File: config.mk
export PLATFORM = sky130hd
export DESIGN_NAME = vram_scanout
export DESIGN_NICKNAME = d
export VERILOG_FILES = /design/src/rtl/vram_scanout.sv
export SDC_FILE = /design/constraint.sdc
export NUM_CORES = 1
export LEC_CHECK = 0
export ABC_AREA = 1
export CAP_MARGIN = 30
export CORE_UTILIZATION = 55
export DETAILED_ROUTE_END_ITERATION = 6
export GPL_ROUTABILITY_DRIVEN = 0
export GPL_TIMING_DRIVEN = 1
export PLACE_DENSITY = 0.84
export SETUP_SLACK_MARGIN = 0.2
export SYNTH_ARGS = -nofsm -noshare
export SYNTH_HDL_FRONTEND = slang
export SYNTH_SLANG_ARGS = --single-unit
File: constraint.sdc
create_clock -name clk -period 3.4 [get_ports clk]
set_input_delay 0.68 -clock clk [delete_from_list [all_inputs] [get_ports clk]]
set_output_delay 0.68 -clock clk [all_outputs]
set_load 0.02 [all_outputs]
File: src/rtl/vram_scanout.sv
// vram_scanout
//   Display scanout engine. Generates raster timing, reads one byte per pixel
//   from VRAM port B, and emits pixel/sync/data-enable outputs that are all
//   aligned to the same 2-clock latency. The front buffer can be swapped, but
//   only at the start of vertical blank, so a visible frame never mixes buffers.
//
//   Optional feature macro: SCANOUT_DBUF_EN
//     defined   : double buffering (swap_req / swap_done / front_sel active)
//     undefined : single buffer at FB_BASE0, front_sel = swap_done = 0,
//                 swap_req ignored. Raster timing is identical in both builds.
//
// Ports
//   clk        in   pixel clock, all logic on rising edge
//   rst_n      in   synchronous reset, active-low
//   vram_addr  out  [17:0] read address to VRAM port B (combinational from regs)
//   vram_q     in   [7:0]  VRAM port B read data, one-cycle registered latency
//   swap_req   in   level request to swap the front buffer
//   swap_done  out  one-cycle pulse when a swap is applied
//   front_sel  out  current front buffer (0 = FB_BASE0, 1 = FB_BASE1)
//   hsync      out  horizontal sync, active-low
//   vsync      out  vertical sync, active-low
//   de         out  data enable, high on visible pixels
//   pixel      out  [7:0] pixel byte, 0 when de is low

module vram_scanout #(
  parameter int          H_ACTIVE = 256,
  parameter int          H_FP     = 8,
  parameter int          H_SYNC   = 32,
  parameter int          H_BP     = 24,
  parameter int          V_ACTIVE = 192,
  parameter int          V_FP     = 3,
  parameter int          V_SYNC   = 4,
  parameter int          V_BP     = 13,
  parameter logic [17:0] FB_BASE0 = 18'd0,
  parameter logic [17:0] FB_BASE1 = 18'd49152
) (
  input  logic        clk,
  input  logic        rst_n,
  output logic [17:0] vram_addr,
  input  logic [7:0]  vram_q,
  input  logic        swap_req,
  output logic        swap_done,
  output logic        front_sel,
  output logic        hsync,
  output logic        vsync,
  output logic        de,
  output logic [7:0]  pixel
);

  localparam int H_TOTAL = H_ACTIVE + H_FP + H_SYNC + H_BP;
  localparam int V_TOTAL = V_ACTIVE + V_FP + V_SYNC + V_BP;

  localparam int HW  = $clog2(H_TOTAL);
  localparam int VW  = $clog2(V_TOTAL);
  // One extra bit so sync-end constants equal to the total still fit.
  localparam int HWX = HW + 1;
  localparam int VWX = VW + 1;

  localparam logic [HW-1:0]  H_LAST    = HW'(H_TOTAL - 1);
  localparam logic [VW-1:0]  V_LAST    = VW'(V_TOTAL - 1);
  localparam logic [HWX-1:0] H_ACT_X   = HWX'(H_ACTIVE);
  localparam logic [VWX-1:0] V_ACT_X   = VWX'(V_ACTIVE);
  localparam logic [HWX-1:0] HS_BEG    = HWX'(H_ACTIVE + H_FP);
  localparam logic [HWX-1:0] HS_END    = HWX'(H_ACTIVE + H_FP + H_SYNC);
  localparam logic [VWX-1:0] VS_BEG    = VWX'(V_ACTIVE + V_FP);
  localparam logic [VWX-1:0] VS_END    = VWX'(V_ACTIVE + V_FP + V_SYNC);

  // Pipeline depth from counter position to outputs.
  localparam int STAGES = 2;

  // ---------------------------------------------------------------------------
  // Raster counters
  // ---------------------------------------------------------------------------
  logic [HW-1:0] h;
  logic [VW-1:0] v;
  logic          h_wrap;
  logic          v_wrap;
  logic          frame_end;

  assign h_wrap    = (h == H_LAST);
  assign v_wrap    = (v == V_LAST);
  assign frame_end = h_wrap & v_wrap;

  always_ff @(posedge clk) begin
    if (!rst_n) begin
      h <= '0;
      v <= '0;
    end else if (h_wrap) begin
      h <= '0;
      v <= v_wrap ? '0 : v + VW'(1);
    end else begin
      h <= h + HW'(1);
    end
  end

  // ---------------------------------------------------------------------------
  // Region decode for the current position (cycle n)
  // ---------------------------------------------------------------------------
  logic [HWX-1:0] hx;
  logic [VWX-1:0] vx;
  logic           active;
  logic           hs_n;
  logic           vs_n;

  assign hx     = {1'b0, h};
  assign vx     = {1'b0, v};
  assign active = (hx < H_ACT_X) && (vx < V_ACT_X);
  // Vertical sync is decided per whole line, so it only looks at v.
  assign hs_n   = !((hx >= HS_BEG) && (hx < HS_END));
  assign vs_n   = !((vx >= VS_BEG) && (vx < VS_END));

  // ---------------------------------------------------------------------------
  // Pixel index: running count of active pixels in this frame. Replaces the
  // v*H_ACTIVE+h product; the active region is contiguous in memory.
  // ---------------------------------------------------------------------------
  logic [17:0] pix;

  always_ff @(posedge clk) begin
    if (!rst_n) begin
      pix <= '0;
    end else if (frame_end) begin
      pix <= '0;
    end else if (active) begin
      pix <= pix + 18'd1;
    end
  end

  // ---------------------------------------------------------------------------
  // Front buffer selection
  // ---------------------------------------------------------------------------
`ifdef SCANOUT_DBUF_EN
  logic pending;
  logic swap_pt;
  logic do_swap;

  // First cycle of the first blank line: the visible frame has been fully
  // fetched, and the next one has not started.
  assign swap_pt = (h == '0) && (vx == V_ACT_X);
  // A request in the swap-point cycle itself is honoured immediately.
  assign do_swap = swap_pt && (pending || swap_req);

  always_ff @(posedge clk) begin
    if (!rst_n) begin
      pending   <= 1'b0;
      front_sel <= 1'b0;
      swap_done <= 1'b0;
    end else begin
      swap_done <= do_swap;
      if (do_swap) begin
        front_sel <= ~front_sel;
        pending   <= 1'b0;
      end else if (swap_req) begin
        // Any number of requests before a swap point collapse into one.
        pending   <= 1'b1;
      end
    end
  end

  assign vram_addr = (front_sel ? FB_BASE1 : FB_BASE0) + pix;
`else
  logic unused_swap_req;

  assign unused_swap_req = swap_req;
  assign front_sel       = 1'b0;
  assign swap_done       = 1'b0;
  assign vram_addr       = FB_BASE0 + pix;
`endif

  // ---------------------------------------------------------------------------
  // Output alignment pipeline
  //   stage 1 (end of n)   : capture de/hsync/vsync decode of position n
  //   stage 2 (end of n+1) : VRAM_Q for position n is valid; register all four
  // vld_pipe[k] / *_pipe[k] hold the position from k cycles earlier.
  // ---------------------------------------------------------------------------
  logic [STAGES:1] vld_pipe;
  logic [STAGES:1] hs_pipe;
  logic [STAGES:1] vs_pipe;
  logic [7:0]      pix_q;

  always_ff @(posedge clk) begin
    if (!rst_n) begin
      vld_pipe <= '0;
      hs_pipe  <= '1;
      vs_pipe  <= '1;
      pix_q    <= '0;
    end else begin
      vld_pipe <= {vld_pipe[STAGES-1:1], active};
      hs_pipe  <= {hs_pipe[STAGES-1:1], hs_n};
      vs_pipe  <= {vs_pipe[STAGES-1:1], vs_n};
      // Blank pixels are forced to zero; VRAM data there is meaningless.
      pix_q    <= vld_pipe[STAGES-1] ? vram_q : 8'h00;
    end
  end

  assign de    = vld_pipe[STAGES];
  assign hsync = hs_pipe[STAGES];
  assign vsync = vs_pipe[STAGES];
  assign pixel = pix_q;

endmodule

==> tab_implementation.tex, run 1 <==
\begin{tabular}{lr}
\hline
Metric & Value \\
\hline
\multicolumn{2}{l}{\textbf{Timing}} \\
\quad Final critical-path required period & 2.06 ns \\
\quad Number of max-slew violations in the final report & 0 \\
\quad Fin worst setup slack & 1.34 ns \\
\quad Setup repair after global routing missed its margin & false \\
\quad Maximum frequency from static timing analysis & about 480 MHz \\
\quad Total Negative Setup Slacks & 0 ns \\
\quad Final setup violating endpoints & 0 \\
\quad Final period utilization & 0.607 \\
\quad Final hold slack & 0.417 ns \\
\quad Worst setup skew after layout & 0.00912 ns \\
\quad Number of hold violations in the final report & 0 \\
\multicolumn{2}{l}{\textbf{Clock network}} \\
\quad H-tree depth reported by CTS & 2 \\
\quad Later-pin clock latency in the skew report & roughly 0.31 ns \\
\quad Clock-pin slew on the worst setup and hold paths & 0.09 ns \\
\quad TritonCTS clock tree & done \\
\quad Count of clock tree sinks & 49 \\
\quad Number of post-CTS setup repair buffers & 0 \\
\quad Buffer type at the clock tree root & sky130\_fd\_sc\_hd\_\_clkbuf\_8 \\
\quad Longest Clk Path Bufs & 2 \\
\quad Clock buffers created by TritonCTS & 5 \\
\quad Number of buffers added to fix hold violations after cts & 0 \\
\quad Post-cts gate resize count & 0 \\
\multicolumn{2}{l}{\textbf{Worst setup path}} \\
\quad Worst reg2reg path startpoint & h[0]\$\_SDFF\_PP0\_ \\
\quad Capturing element type of the critical path & primary output \\
\quad CP max stage cell & sky130\_fd\_sc\_hd\_\_clkdlybuf4s50\_1 \\
\quad Maximum cell stage delay along the critical path & 0.65 ns \\
\quad CP cell instances & clkdlybuf4s50\_1 \\
\quad Terminus of the critical flop-to-flop path & pix[8]\$\_SDFFE\_PP0P\_ \\
\quad Start-to-end type of the worst setup path & reg2out \\
\quad Startpoint type of the worst setup path & flop \\
\quad CP required & 2.72 ns \\
\quad Sum of buffers and inverters on the critical path & 1 \\
\quad Cell type group with the largest total delay on the critical path & buffers and inverters \\
\quad Reg2reg path depth & 8 \\
\quad Crit-path max FO & 5 \\
\quad Worst setup slack for register-to-register paths & 1.82 ns \\
\quad Arr. time, crit path & between 1 and 1.5 ns \\
\multicolumn{2}{l}{\textbf{Pwr}} \\
\quad Overall Power & 1.11 mW \\
\quad Seq pwr share & 0.563 \\
\quad Int Pwr & 0.817 mW \\
\quad Switching pwr & 0.295 mW \\
\quad Areal power density over the cells & 416 nW/um\^{}2 \\
\quad Switching share of total power & 0.266 \\
\quad Part of the total power dissipated in combinational logic & 0.131 \\
\quad Max rail drop VDD & 0.426 mV \\
\quad Leakage power of the design & 1.15 nW \\
\quad Share of power burned in the clock network & 0.306 \\
\multicolumn{2}{l}{\textbf{Final layout}} \\
\quad P\&R area growth vs syn & 22.7\% \\
\quad \# nets final & between 300 and 400 \\
\quad Number of inserted diodes & 0 \\
\quad Post-route cell area & between 2000 and 3000 um\^{}2 \\
\quad Multi-input gate area & between 1000 and 1500 um\^{}2 \\
\quad Layout filler cell count & 308 \\
\quad Register Area & 981 um\^{}2 \\
\quad Fraction of layout cells with a size suffix above 1 & 0.0767 \\
\multicolumn{2}{l}{\textbf{Yosys}} \\
\quad Yosys top cell by area & sky130\_fd\_sc\_hd\_\_dfxtp\_1 \\
\quad Synth Instances & 282 \\
\quad Number of synthesized register bits & 49 \\
\quad Number of distinct library cells after synthesis & 29 \\
\quad Biggest area contributors in the synthesized netlist & sky130\_fd\_sc\_hd\_\_dfxtp\_1, sky130\_fd\_sc\_hd\_\_nor2\_1, sky130\_fd\_sc\_hd\_\_nand2\_1 \\
\quad Portion of the post-synthesis area used by sequential elements & 0.450 \\
\quad Mapped Area & approximately 2200 um\^{}2 \\
\quad Share of async-settable or async-resettable flops after synthesis & 0 \\
\quad Fraction of synthesized cell area taken by the top area cell type & 0.450 \\
\quad Most used DFF post-synth & sky130\_fd\_sc\_hd\_\_dfxtp\_1 \\
\quad Number of enable-type register cells in the synthesized netlist & 0 \\
\quad Yosys warnings & 0 \\
\quad Post-synthesis average cell area & 7.73 um\^{}2 \\
\multicolumn{2}{l}{\textbf{Floorplan}} \\
\quad Chip height & 65.0 um \\
\quad Placement row count & 22 \\
\quad Initial standard-cell utilization of the core & 0.582 \\
\quad Floorplan core area & 3740 um\^{}2 \\
\quad Die outline area & 4220 um\^{}2 \\
\quad Chip width & 65.0 um \\
\quad I/O pins & 42 \\
\multicolumn{2}{l}{\textbf{Global routing}} \\
\quad Number of antenna violations at the first check in global routing & 0 \\
\quad Pin count of the biggest net entering global routing & 17 \\
\quad Vias in the first global route & 1723 \\
\quad GRT Residual Overflow & 0 \\
\quad Total global routing track utilization & 0.228 \\
\quad Global-route wire length before repair & about 7300 um \\
\multicolumn{2}{l}{\textbf{Route}} \\
\quad Post-Route WL & 4270 um \\
\quad WL per Instance & 11.4 um \\
\quad Detail-routed via count per cell & 4.94 \\
\quad Via Count & 1846 \\
\quad Post-route DRC & 0 \\
\quad Number of DRC markers after the initial detailed-route iteration & 115 \\
\quad Pre-antenna DRT Iters & 4 \\
\quad Count of nets left with antenna violations after detail routing & 0 \\
\multicolumn{2}{l}{\textbf{Place}} \\
\quad Port bufs & 38 \\
\quad Post-DP HPWL & $\sim$3100 um \\
\quad Cell Area, Placed & 2590 um\^{}2 \\
\quad Placement-stage worst setup slack & 1.42 ns \\
\multicolumn{2}{l}{\textbf{Hold path}} \\
\quad Classification of the worst-slack hold path & reg2reg \\
\quad HP Start & vs\_pipe[1]\$\_SDFF\_PN1\_ \\
\quad Min-Delay Endpoint & vs\_pipe[2]\$\_SDFF\_PN1\_ \\
\quad Worst hold path cell count & 1 \\
\multicolumn{2}{l}{\textbf{Run}} \\
\quad Max-cap violations & 0 \\
\multicolumn{2}{l}{\textbf{Run status}} \\
\quad Outcome & finished clean \\
\hline
\end{tabular}
power by group through the flow:
stage	combinational (mW)	clock [mW]	sequential, mW
global placement	0.142	0	0.638
finish	0.146	0.340	0.626
CTS	0.147	0.348	0.626
floorplan	0.0601	0	0.660
detailed placement	0.146	0	0.639
global route	0.159	0.372	0.629
logic make-up (layout without fill, tap and decap cells):
group | count (synthesis) | count (layout) | share of synthesized area
AOI/OAI and AO/OA | 13 | 13 | 0.0333
buffers and inverters | 41 | 84 | 0.0838
and+or+nand+nor | 157 | 157 | 0.338
xor gates and xnor gates | 16 | 16 | 0.0643
DFF | 49 | 49 | 0.450
other | 1 | 2 | 0.00172
adders and majority gates | 5 | 5 | 0.0287
synth_stat cells, drive strengths merged (5+ instances only):
master  number
dfxtp       49
ha           5
xor2        15
inv         38
nor3         5
a21oi        7
nand3       20
nand2       56
nand4        6
or2          5
nor2        62
flip-flops by register name, indices dropped and copies added, names as in the netlist:
register	cells
h	9
hs_pipe	2
pix	18
pixel	8
v	8
vld_pipe	2
vs_pipe	2
worst max-delay path by stage:
stage,startpoint,to,depth (start not counted)
2_1_floorplan,pix[0]$_SDFFE_PP0P_,pix[16]$_SDFFE_PP0P_,6
3_3_place_gp,rst_n,pix[1]$_SDFFE_PP0P_,5
3_5_place_dp,rst_n,pix[11]$_SDFFE_PP0P_,5
4_1_cts,pix[3]$_SDFFE_PP0P_,vram_addr[3],1
5_1_grt,pix[3]$_SDFFE_PP0P_,vram_addr[3],1
6_report,pix[3]$_SDFFE_PP0P_,vram_addr[3],1
metal layers:
layer / GRT usage / share of wire / routed length, um / vias to the layer above
li1: - / - / - / 951
met1: 0.264 / 0.44 / 1890 / 835
met5: 0 / 0 / 0 / -
met4: 0.0917 / 0.022 / 95 / 0
met2: 0.385 / 0.49 / 2090 / 47
met3: 0.0704 / 0.045 / 192 / 13
final cells by class:
cell class | instances | area share
Multi-Input combinational cell | 193 | 0.381
Timing Repair Buffer | 38 | 0.142
Clock inverter | 2 | 0.00514
Clock buffer | 6 | 0.0271
Tap cell | 48 | 0.0225
Inverter | 38 | 0.0552
Sequential cell | 49 | 0.367
placed cells by master (no fill, tap or decap):
master                            instances
sky130_fd_sc_hd__a21oi_1                  7
sky130_fd_sc_hd__and2_1                   1
sky130_fd_sc_hd__clkbuf_1                 1
sky130_fd_sc_hd__clkbuf_8                 5
sky130_fd_sc_hd__clkdlybuf4s50_1         38
sky130_fd_sc_hd__clkinv_2                 1
sky130_fd_sc_hd__conb_1                   2
sky130_fd_sc_hd__dfxtp_1                 49
sky130_fd_sc_hd__ha_1                     5
sky130_fd_sc_hd__inv_1                   36
sky130_fd_sc_hd__inv_2                    1
sky130_fd_sc_hd__inv_6                    2
sky130_fd_sc_hd__nand2_1                 51
sky130_fd_sc_hd__nand2_2                  1
sky130_fd_sc_hd__nand2_4                  2
sky130_fd_sc_hd__nand2_8                  2
sky130_fd_sc_hd__nand3_1                 20
sky130_fd_sc_hd__nand3b_1                 1
sky130_fd_sc_hd__nand4_1                  6
sky130_fd_sc_hd__nor2_1                  56
sky130_fd_sc_hd__nor2_2                   4
sky130_fd_sc_hd__nor2_4                   2
sky130_fd_sc_hd__nor3_1                   4
sky130_fd_sc_hd__nor3_2                   1
sky130_fd_sc_hd__nor4_1                   1
sky130_fd_sc_hd__o21ai_0                  3
sky130_fd_sc_hd__o21bai_1                 3
sky130_fd_sc_hd__or2_0                    1
sky130_fd_sc_hd__or2_2                    4
sky130_fd_sc_hd__xnor2_1                  1
sky130_fd_sc_hd__xor2_1                  15
metrics by stage:
stage,utilization,std cells
final,0.715,374
after floorplan,-,283
after global routing,0.715,374
after CTS,0.715,374
after detailed placement,0.692,366
after global placement,0.692,366
(Power assumes the default switching activity.)
==> inputs of run 2 (changes only) <==
--- a/config.mk
+++ b/config.mk
@@ -7,11 +7,11 @@
 export LEC_CHECK = 0
 export ABC_AREA = 1
 export CAP_MARGIN = 30
-export CORE_UTILIZATION = 55
+export CORE_UTILIZATION = 51
 export DETAILED_ROUTE_END_ITERATION = 6
 export GPL_ROUTABILITY_DRIVEN = 0
 export GPL_TIMING_DRIVEN = 1
-export PLACE_DENSITY = 0.84
+export PLACE_DENSITY = 0.79
 export SETUP_SLACK_MARGIN = 0.2
 export SYNTH_ARGS = -nofsm -noshare
 export SYNTH_HDL_FRONTEND = slang
==> constraint.sdc (replaced) <==
create_clock -name clk -period 1.95 [get_ports clk]
set_input_delay 0.39 -clock clk [delete_from_list [all_inputs] [get_ports clk]]
set_output_delay 0.39 -clock clk [all_outputs]
set_load 0.02 [all_outputs]
==> tab_implementation.tex, run 2 (synthesis gave the netlist of run 1 again) <==
\begin{tabular}{lr}
\hline
Metric & Value \\
\hline
\multicolumn{2}{l}{\textbf{Clock network}} \\
\quad Later-pin clock latency in the skew report & 0.31 ns (about the same) \\
\quad Number of post-CTS setup repair buffers & 0 (unchanged) \\
\quad Post-cts gate resize count & 3 (was 0) \\
\quad Longest Clk Path Bufs & 2 (unchanged) \\
\quad Clock-pin slew on the worst setup and hold paths & 0.09 ns (about the same) \\
\quad Buffer type at the clock tree root & sky130\_fd\_sc\_hd\_\_clkbuf\_8 (unchanged) \\
\quad TritonCTS clock tree & done (unchanged) \\
\quad H-tree depth reported by CTS & 2 (unchanged) \\
\quad Clock buffers created by TritonCTS & 5 (unchanged) \\
\quad Number of buffers added to fix hold violations after cts & 0 (unchanged) \\
\quad Count of clock tree sinks & 49 (unchanged) \\
\multicolumn{2}{l}{\textbf{Route}} \\
\quad Count of nets left with antenna violations after detail routing & 0 (unchanged) \\
\quad Detail-routed via count per cell & 4.77 (was 4.94) \\
\quad Post-Route WL & 4100 um (was 4270 um) \\
\quad Post-route DRC & 0 (unchanged) \\
\quad Number of DRC markers after the initial detailed-route iteration & 70 (was 115) \\
\quad Via Count & 1795 (was 1846) \\
\quad Pre-antenna DRT Iters & 4 (unchanged) \\
\quad WL per Instance & 10.9 um (was 11.4 um) \\
\multicolumn{2}{l}{\textbf{Final layout}} \\
\quad Multi-input gate area & 1020 um\^{}2 (unchanged) \\
\quad \# nets final & 341 (unchanged) \\
\quad Post-route cell area & 2710 um\^{}2 (was 2680 um\^{}2) \\
\quad Fraction of layout cells with a size suffix above 1 & 0.0798 (was 0.0767) \\
\quad Register Area & 981 um\^{}2 (unchanged) \\
\quad Top library cells by usage in the layout, fill and taps aside & sky130\_fd\_sc\_hd\_\_nor2\_1, sky130\_fd\_sc\_hd\_\_nand2\_1, sky130\_fd\_sc\_hd\_\_dfxtp\_1 (unchanged) \\
\quad P\&R area growth vs syn & 24.2\% (was 22.7\%) \\
\quad Leading cell type in the layout, fill and taps excluded & sky130\_fd\_sc\_hd\_\_nor2\_1 (unchanged) \\
\quad Layout filler cell count & 343 (was 308) \\
\quad Number of inserted diodes & 0 (unchanged) \\
\quad Register containing the most flip-flops in the final layout & pix (unchanged) \\
\quad Number of flip-flops in the largest register & 18 (unchanged) \\
\quad Registers with the highest flip-flop counts & pix x18, h x9 (unchanged) \\
\multicolumn{2}{l}{\textbf{Pwr}} \\
\quad Areal power density over the cells & 713 nW/um\^{}2 (was 416 nW/um\^{}2) \\
\quad Int Pwr & 1.41 mW (was 0.817 mW) \\
\quad Switching pwr & 0.518 mW (was 0.295 mW) \\
\quad Leakage power of the design & 1.35 nW (was 1.15 nW) \\
\quad Switching share of total power & 0.268 (was 0.266) \\
\quad Part of the total power dissipated in combinational logic & 0.127 (was 0.131) \\
\quad Share of power burned in the clock network & 0.309 (was 0.306) \\
\quad Max rail drop VDD & 0.556 mV (was 0.426 mV) \\
\quad Seq pwr share & 0.565 (was 0.563) \\
\multicolumn{2}{l}{\textbf{Hold path}} \\
\quad Min-Delay Endpoint & vs\_pipe[2]\$\_SDFF\_PN1\_ (unchanged) \\
\quad Classification of the worst-slack hold path & reg2reg (unchanged) \\
\quad HP Start & vs\_pipe[1]\$\_SDFF\_PN1\_ (unchanged) \\
\quad Worst hold path cell count & 1 (unchanged) \\
\multicolumn{2}{l}{\textbf{Floorplan}} \\
\quad Die outline area & 4540 um\^{}2 (was 4220 um\^{}2) \\
\quad Chip height & 67.4 um (was 65.0 um) \\
\quad Floorplan core area & 4060 um\^{}2 (was 3740 um\^{}2) \\
\quad Initial standard-cell utilization of the core & 0.537 (was 0.582) \\
\quad Placement row count & 23 (was 22) \\
\quad I/O pins & 42 (unchanged) \\
\quad Chip width & 67.4 um (was 65.0 um) \\
\multicolumn{2}{l}{\textbf{Global routing}} \\
\quad Number of antenna violations at the first check in global routing & 0 (unchanged) \\
\quad Pin count of the biggest net entering global routing & 17 (unchanged) \\
\quad Total global routing track utilization & 0.202 (was 0.228) \\
\quad Global-route wire length before repair & 6800 um (was 7290 um) \\
\quad Vias in the first global route & 1621 (was 1723) \\
\quad GRT Residual Overflow & 0 (unchanged) \\
\multicolumn{2}{l}{\textbf{Timing}} \\
\quad Final critical-path required period & 1.71 ns \\
\quad Setup repair after global routing missed its margin & false (unchanged) \\
\quad Number of hold violations in the final report & 0 (unchanged) \\
\quad Final period utilization & 0.878 \\
\quad Maximum frequency from static timing analysis & 584 MHz \\
\quad Worst setup skew after layout & 0.00716 ns (was 0.00912 ns) \\
\quad Total Negative Setup Slacks & 0 ns (unchanged) \\
\quad Number of max-slew violations in the final report & 0 (unchanged) \\
\quad Final setup violating endpoints & 0 (unchanged) \\
\multicolumn{2}{l}{\textbf{Worst setup path}} \\
\quad Crit-path max FO & 4 (was 5) \\
\quad Start-to-end type of the worst setup path & reg2out (unchanged) \\
\quad Cell type group with the largest total delay on the critical path & buffers and inverters (unchanged) \\
\quad Capturing element type of the critical path & primary output (unchanged) \\
\quad Beginning of the critical path & pix[12]\$\_SDFFE\_PP0P\_ (was pix[3]\$\_SDFFE\_PP0P\_) \\
\quad Startpoint type of the worst setup path & flop (unchanged) \\
\quad CP required & 1.56 ns (was 2.72 ns) \\
\quad Sum of buffers and inverters on the critical path & 1 (unchanged) \\
\quad Arr. time, crit path & 1.32 ns (was 1.38 ns) \\
\quad CP max stage cell & sky130\_fd\_sc\_hd\_\_clkdlybuf4s50\_1 (unchanged) \\
\quad Worst setup slack for register-to-register paths & 0.38 ns (was 1.82 ns) \\
\quad CP cell instances & clkdlybuf4s50\_1 (unchanged) \\
\quad Terminus of the critical flop-to-flop path & pix[12]\$\_SDFFE\_PP0P\_ (was pix[8]\$\_SDFFE\_PP0P\_) \\
\quad Worst reg2reg path startpoint & h[0]\$\_SDFF\_PP0\_ (unchanged) \\
\quad Reg2reg path depth & 8 (unchanged) \\
\quad Maximum cell stage delay along the critical path & 0.62 ns (was 0.65 ns) \\
\multicolumn{2}{l}{\textbf{Run}} \\
\quad Max-cap violations & 0 (unchanged) \\
\multicolumn{2}{l}{\textbf{Run status}} \\
\quad Outcome & finished clean (unchanged) \\
\multicolumn{2}{l}{\textbf{Place}} \\
\quad Cell Area, Placed & 2590 um\^{}2 (about the same) \\
\quad Port bufs & 38 (unchanged) \\
\quad Post-DP HPWL & 3020 um (was 3140 um) \\
\hline
\end{tabular}
## run 2: metal layers
layer	share of wire	wire length, um	global-route usage
met4	0.018	74	0.104
met1	0.46	1890	0.249
met5	0	0	0
met3	0.042	172	0.0439
met2	0.48	1950	0.328
## run 2: worst reg2reg max path: cells and delay by family (launching register included)
kind          cells  cell delay, ns
buf+inv           1            0.15
simple gates      6            0.75
flops             1            0.38
fa+ha+maj         1            0.20
## run 2: cell type report
type                       instances  share of cell area
clock inverter                     3             0.00832
inverter                          38              0.0546
multi-input combinational        193               0.377
sequential                        49               0.362
tap                               50              0.0231
timing repair buffer              38               0.149
clock buffer                       5              0.0254
## run 2: power by group through the flow
| stage | Clock (mW) | Combinational [mW] | Sequential, mW |
|---|---|---|---|
| 2_1_floorplan | 0 | 0.105 | 1.15 |
| 3_3_place_gp | 0 | 0.248 | 1.11 |
| 3_5_place_dp | 0 | 0.256 | 1.11 |
| 4_1_cts | 0.612 | 0.251 | 1.09 |
| 5_1_grt | 0.648 | 0.268 | 1.10 |
| 6_report | 0.596 | 0.244 | 1.09 |
## run 2: how the worst max path moves through the flow
stage,endpoint,slack (ns),cells past startpoint
6_report,vram_addr[12],0.24,1
5_1_grt,vram_addr[12],0.20,1
4_1_cts,vram_addr[10],0.20,1
3_5_place_dp,pix[9]$_SDFFE_PP0P_,0.28,5
3_3_place_gp,pix[1]$_SDFFE_PP0P_,0.28,5
2_1_floorplan,pix[16]$_SDFFE_PP0P_,0.52,6
## run 2: per-stage QoR
step                      utilization  power (mW)  hold WS [ns]  setup slack [ns]  instances
after global placement          0.639        1.36         0.395             0.278        368
after global routing            0.667        2.01         0.454             0.201        376
after CTS                       0.660        1.95         0.426             0.201        376
after detailed placement        0.639        1.37         0.404             0.281        368
final                           0.667        1.93         0.426             0.238        376
after floorplan                     -        1.26         0.393             0.518        283
==> inputs of run 3 (changes only) <==
--- a/config.mk
+++ b/config.mk
@@ -7,11 +7,12 @@
 export LEC_CHECK = 0
 export ABC_AREA = 1
 export CAP_MARGIN = 30
-export CORE_UTILIZATION = 51
+export CORE_UTILIZATION = 55
 export DETAILED_ROUTE_END_ITERATION = 6
 export GPL_ROUTABILITY_DRIVEN = 0
 export GPL_TIMING_DRIVEN = 1
-export PLACE_DENSITY = 0.79
+export PLACE_DENSITY = 0.84
+export REMOVE_ABC_BUFFERS = 1
 export SETUP_SLACK_MARGIN = 0.2
 export SYNTH_ARGS = -nofsm -noshare
 export SYNTH_HDL_FRONTEND = slang
==> constraint.sdc (replaced) <==
create_clock -name clk -period 2.15 [get_ports clk]
set_input_delay 0.43 -clock clk [delete_from_list [all_inputs] [get_ports clk]]
set_output_delay 0.43 -clock clk [all_outputs]
set_load 0.02 [all_outputs]
==> tab_implementation.tex, run 3 (synthesis gave the netlist of run 1 again) <==
\begin{tabular}{lr}
\hline
Metric & Value \\
\hline
\multicolumn{2}{l}{\textbf{Run status}} \\
\quad Outcome & finished clean (unchanged) \\
\multicolumn{2}{l}{\textbf{Clock network}} \\
\quad Buffer type at the clock tree root & sky130\_fd\_sc\_hd\_\_clkbuf\_8 (unchanged) \\
\quad Count of clock tree sinks & 49 (unchanged) \\
\quad Later-pin clock latency in the skew report & 0.30 ns (was 0.31 ns) \\
\quad Number of post-CTS setup repair buffers & 0 (unchanged) \\
\quad Clock buffers created by TritonCTS & 5 (unchanged) \\
\quad Longest Clk Path Bufs & 2 (unchanged) \\
\quad Post-cts gate resize count & 0 (was 3) \\
\quad H-tree depth reported by CTS & 2 (unchanged) \\
\quad Number of buffers added to fix hold violations after cts & 0 (unchanged) \\
\quad Clock-pin slew on the worst setup and hold paths & 0.09 ns (about the same) \\
\quad TritonCTS clock tree & done (unchanged) \\
\multicolumn{2}{l}{\textbf{Final layout}} \\
\quad Number of flip-flops in the largest register & 18 (unchanged) \\
\quad P\&R area growth vs syn & 23.9\% (was 24.2\%) \\
\quad Final design utilization & 0.722 (was 0.667) \\
\quad Leading cell type in the layout, fill and taps excluded & sky130\_fd\_sc\_hd\_\_nor2\_1 (unchanged) \\
\quad Registers with the highest flip-flop counts & pix x18, h x9 (unchanged) \\
\quad \# nets final & 341 (unchanged) \\
\quad Fraction of layout cells with a size suffix above 1 & 0.0798 (unchanged) \\
\quad Number of inserted diodes & 0 (unchanged) \\
\quad Post-route cell area & 2700 um\^{}2 (was 2710 um\^{}2) \\
\quad Register containing the most flip-flops in the final layout & pix (unchanged) \\
\quad Top library cells by usage in the layout, fill and taps aside & sky130\_fd\_sc\_hd\_\_nor2\_1, sky130\_fd\_sc\_hd\_\_nand2\_1, sky130\_fd\_sc\_hd\_\_dfxtp\_1 (unchanged) \\
\multicolumn{2}{l}{\textbf{Route}} \\
\quad WL per Instance & 10.8 um (was 10.9 um) \\
\quad Count of nets left with antenna violations after detail routing & 0 (unchanged) \\
\quad Post-route DRC & 0 (unchanged) \\
\quad Number of DRC markers after the initial detailed-route iteration & 75 (was 70) \\
\quad Post-Route WL & 4050 um (was 4100 um) \\
\quad Pre-antenna DRT Iters & 4 (unchanged) \\
\quad Via Count & 1820 (was 1795) \\
\quad Detail-routed via count per cell & 4.87 (was 4.77) \\
\multicolumn{2}{l}{\textbf{Worst setup path}} \\
\quad CP required & 1.72 ns (was 1.56 ns) \\
\quad Sum of buffers and inverters on the critical path & 1 (unchanged) \\
\quad Arr. time, crit path & 1.41 ns (was 1.32 ns) \\
\quad CP max stage cell & sky130\_fd\_sc\_hd\_\_clkdlybuf4s50\_1 (unchanged) \\
\quad Reg2reg path depth & 8 (unchanged) \\
\quad Worst setup slack for register-to-register paths & 0.57 ns (was 0.38 ns) \\
\quad Worst reg2reg path startpoint & h[0]\$\_SDFF\_PP0\_ (unchanged) \\
\quad Start-to-end type of the worst setup path & reg2out (unchanged) \\
\quad CP cell instances & clkdlybuf4s50\_1 (unchanged) \\
\quad Crit-path max FO & 5 (was 4) \\
\quad Terminus of the critical flop-to-flop path & pix[7]\$\_SDFFE\_PP0P\_ (was pix[12]\$\_SDFFE\_PP0P\_) \\
\quad Startpoint type of the worst setup path & flop (unchanged) \\
\quad Maximum cell stage delay along the critical path & 0.66 ns (was 0.62 ns) \\
\quad Capturing element type of the critical path & primary output (unchanged) \\
\quad Cell type group with the largest total delay on the critical path & buffers and inverters (unchanged) \\
\multicolumn{2}{l}{\textbf{Pwr}} \\
\quad Leakage power of the design & 1.16 nW (was 1.35 nW) \\
\quad Max rail drop VDD & 0.491 mV (was 0.556 mV) \\
\quad Areal power density over the cells & 696 nW/um\^{}2 (was 713 nW/um\^{}2) \\
\multicolumn{2}{l}{\textbf{Global routing}} \\
\quad Vias in the first global route & 1727 (was 1621) \\
\quad Total global routing track utilization & 0.219 (was 0.202) \\
\quad GRT Residual Overflow & 0 (unchanged) \\
\quad Global-route wire length before repair & 7160 um (was 6800 um) \\
\quad Number of antenna violations at the first check in global routing & 0 (unchanged) \\
\quad Pin count of the biggest net entering global routing & 17 (unchanged) \\
\multicolumn{2}{l}{\textbf{Timing}} \\
\quad Number of max-slew violations in the final report & 0 (unchanged) \\
\quad Worst setup skew after layout & 0.00951 ns (was 0.00716 ns) \\
\quad Final critical-path required period & approximately 1.8 ns \\
\quad Final setup violating endpoints & 0 (unchanged) \\
\quad Total Negative Setup Slacks & 0 ns (unchanged) \\
\quad Maximum frequency from static timing analysis & $\sim$540 MHz \\
\quad Setup repair after global routing missed its margin & false (unchanged) \\
\quad Number of hold violations in the final report & 0 (unchanged) \\
\quad Final period utilization & 0.855 \\
\multicolumn{2}{l}{\textbf{Place}} \\
\quad Post-DP HPWL & 2930 um (was 3020 um) \\
\quad Port bufs & 38 (unchanged) \\
\quad Cell Area, Placed & 2590 um\^{}2 (about the same) \\
\multicolumn{2}{l}{\textbf{Floorplan}} \\
\quad Floorplan core area & 3740 um\^{}2 (was 4060 um\^{}2) \\
\quad Chip width & 65.0 um (was 67.4 um) \\
\quad Chip height & 65.0 um (was 67.4 um) \\
\quad Initial standard-cell utilization of the core & 0.582 (was 0.537) \\
\quad Placement row count & 22 (was 23) \\
\quad Die outline area & 4220 um\^{}2 (was 4540 um\^{}2) \\
\quad I/O pins & 42 (unchanged) \\
\multicolumn{2}{l}{\textbf{Run}} \\
\quad Max-cap violations & 0 (unchanged) \\
\multicolumn{2}{l}{\textbf{Hold path}} \\
\quad HP Start & vs\_pipe[1]\$\_SDFF\_PN1\_ (unchanged) \\
\quad Classification of the worst-slack hold path & reg2reg (unchanged) \\
\quad Min-Delay Endpoint & vs\_pipe[2]\$\_SDFF\_PN1\_ (unchanged) \\
\quad Worst hold path cell count & 1 (unchanged) \\
\hline
\end{tabular}
-- run 3: cell count changes in the layout (fill, tap and decap cells not counted), sizes merged --
| cell | previous run | this run |
|---|---|---|
| bufinv | 0 | 1 |
| clkdlybuf4s50 | 24 | 38 |
| clkinv | 3 | 1 |
| dlygate4sd2 | 3 | 0 |
| dlymetal6s2s | 11 | 0 |
| inv | 38 | 39 |
-- run 3: area by class of cell --
cell class | instances | area, um^2
Clock inverter | 3 | 43.8
Sequential cell | 49 | 981
Inverter | 38 | 148
Fill cell | 315 | 1040
Timing Repair Buffer | 38 | 380
Multi-Input combinational cell | 193 | 1020
Clock buffer | 5 | 68.8
Tap cell | 48 | 60.1
-- run 3: report_power, final --
part           switching [mW]  total [mW]  internal (mW)
registers              0.0410       0.988          0.947
logic                   0.117       0.229          0.112
clock network           0.312       0.661          0.349
-- run 3: how the worst max path moves through the flow --
stage / from / endpoint / slack [ns] / cells past startpoint
finish: pix[4]$_SDFFE_PP0P_ / vram_addr[4] / 0.31 / 1
global route: pix[4]$_SDFFE_PP0P_ / vram_addr[4] / 0.25 / 1
CTS: pix[4]$_SDFFE_PP0P_ / vram_addr[4] / 0.30 / 1
detailed placement: rst_n / pix[2]$_SDFFE_PP0P_ / 0.41 / 5
global placement: rst_n / pix[1]$_SDFFE_PP0P_ / 0.44 / 5
floorplan: pix[0]$_SDFFE_PP0P_ / pix[16]$_SDFFE_PP0P_ / 0.72 / 6
-- run 3: through the flow --
step	setup WS, ns	hold WS [ns]	total power [mW]	instances
after CTS	0.304	0.426	1.89	374
after global placement	0.443	0.396	1.23	366
after detailed placement	0.409	0.404	1.24	366
after floorplan	0.718	0.393	1.13	280
after global routing	0.251	0.438	1.96	374
final	0.312	0.423	1.88	374
-- run 3: per-layer routing --
metal	share of wire	vias to the layer above	track usage
li1	-	956	-
met1	0.46	814	0.248
met2	0.48	42	0.380
met3	0.042	8	0.0546
met4	0.017	0	0.103
met5	0	-	0
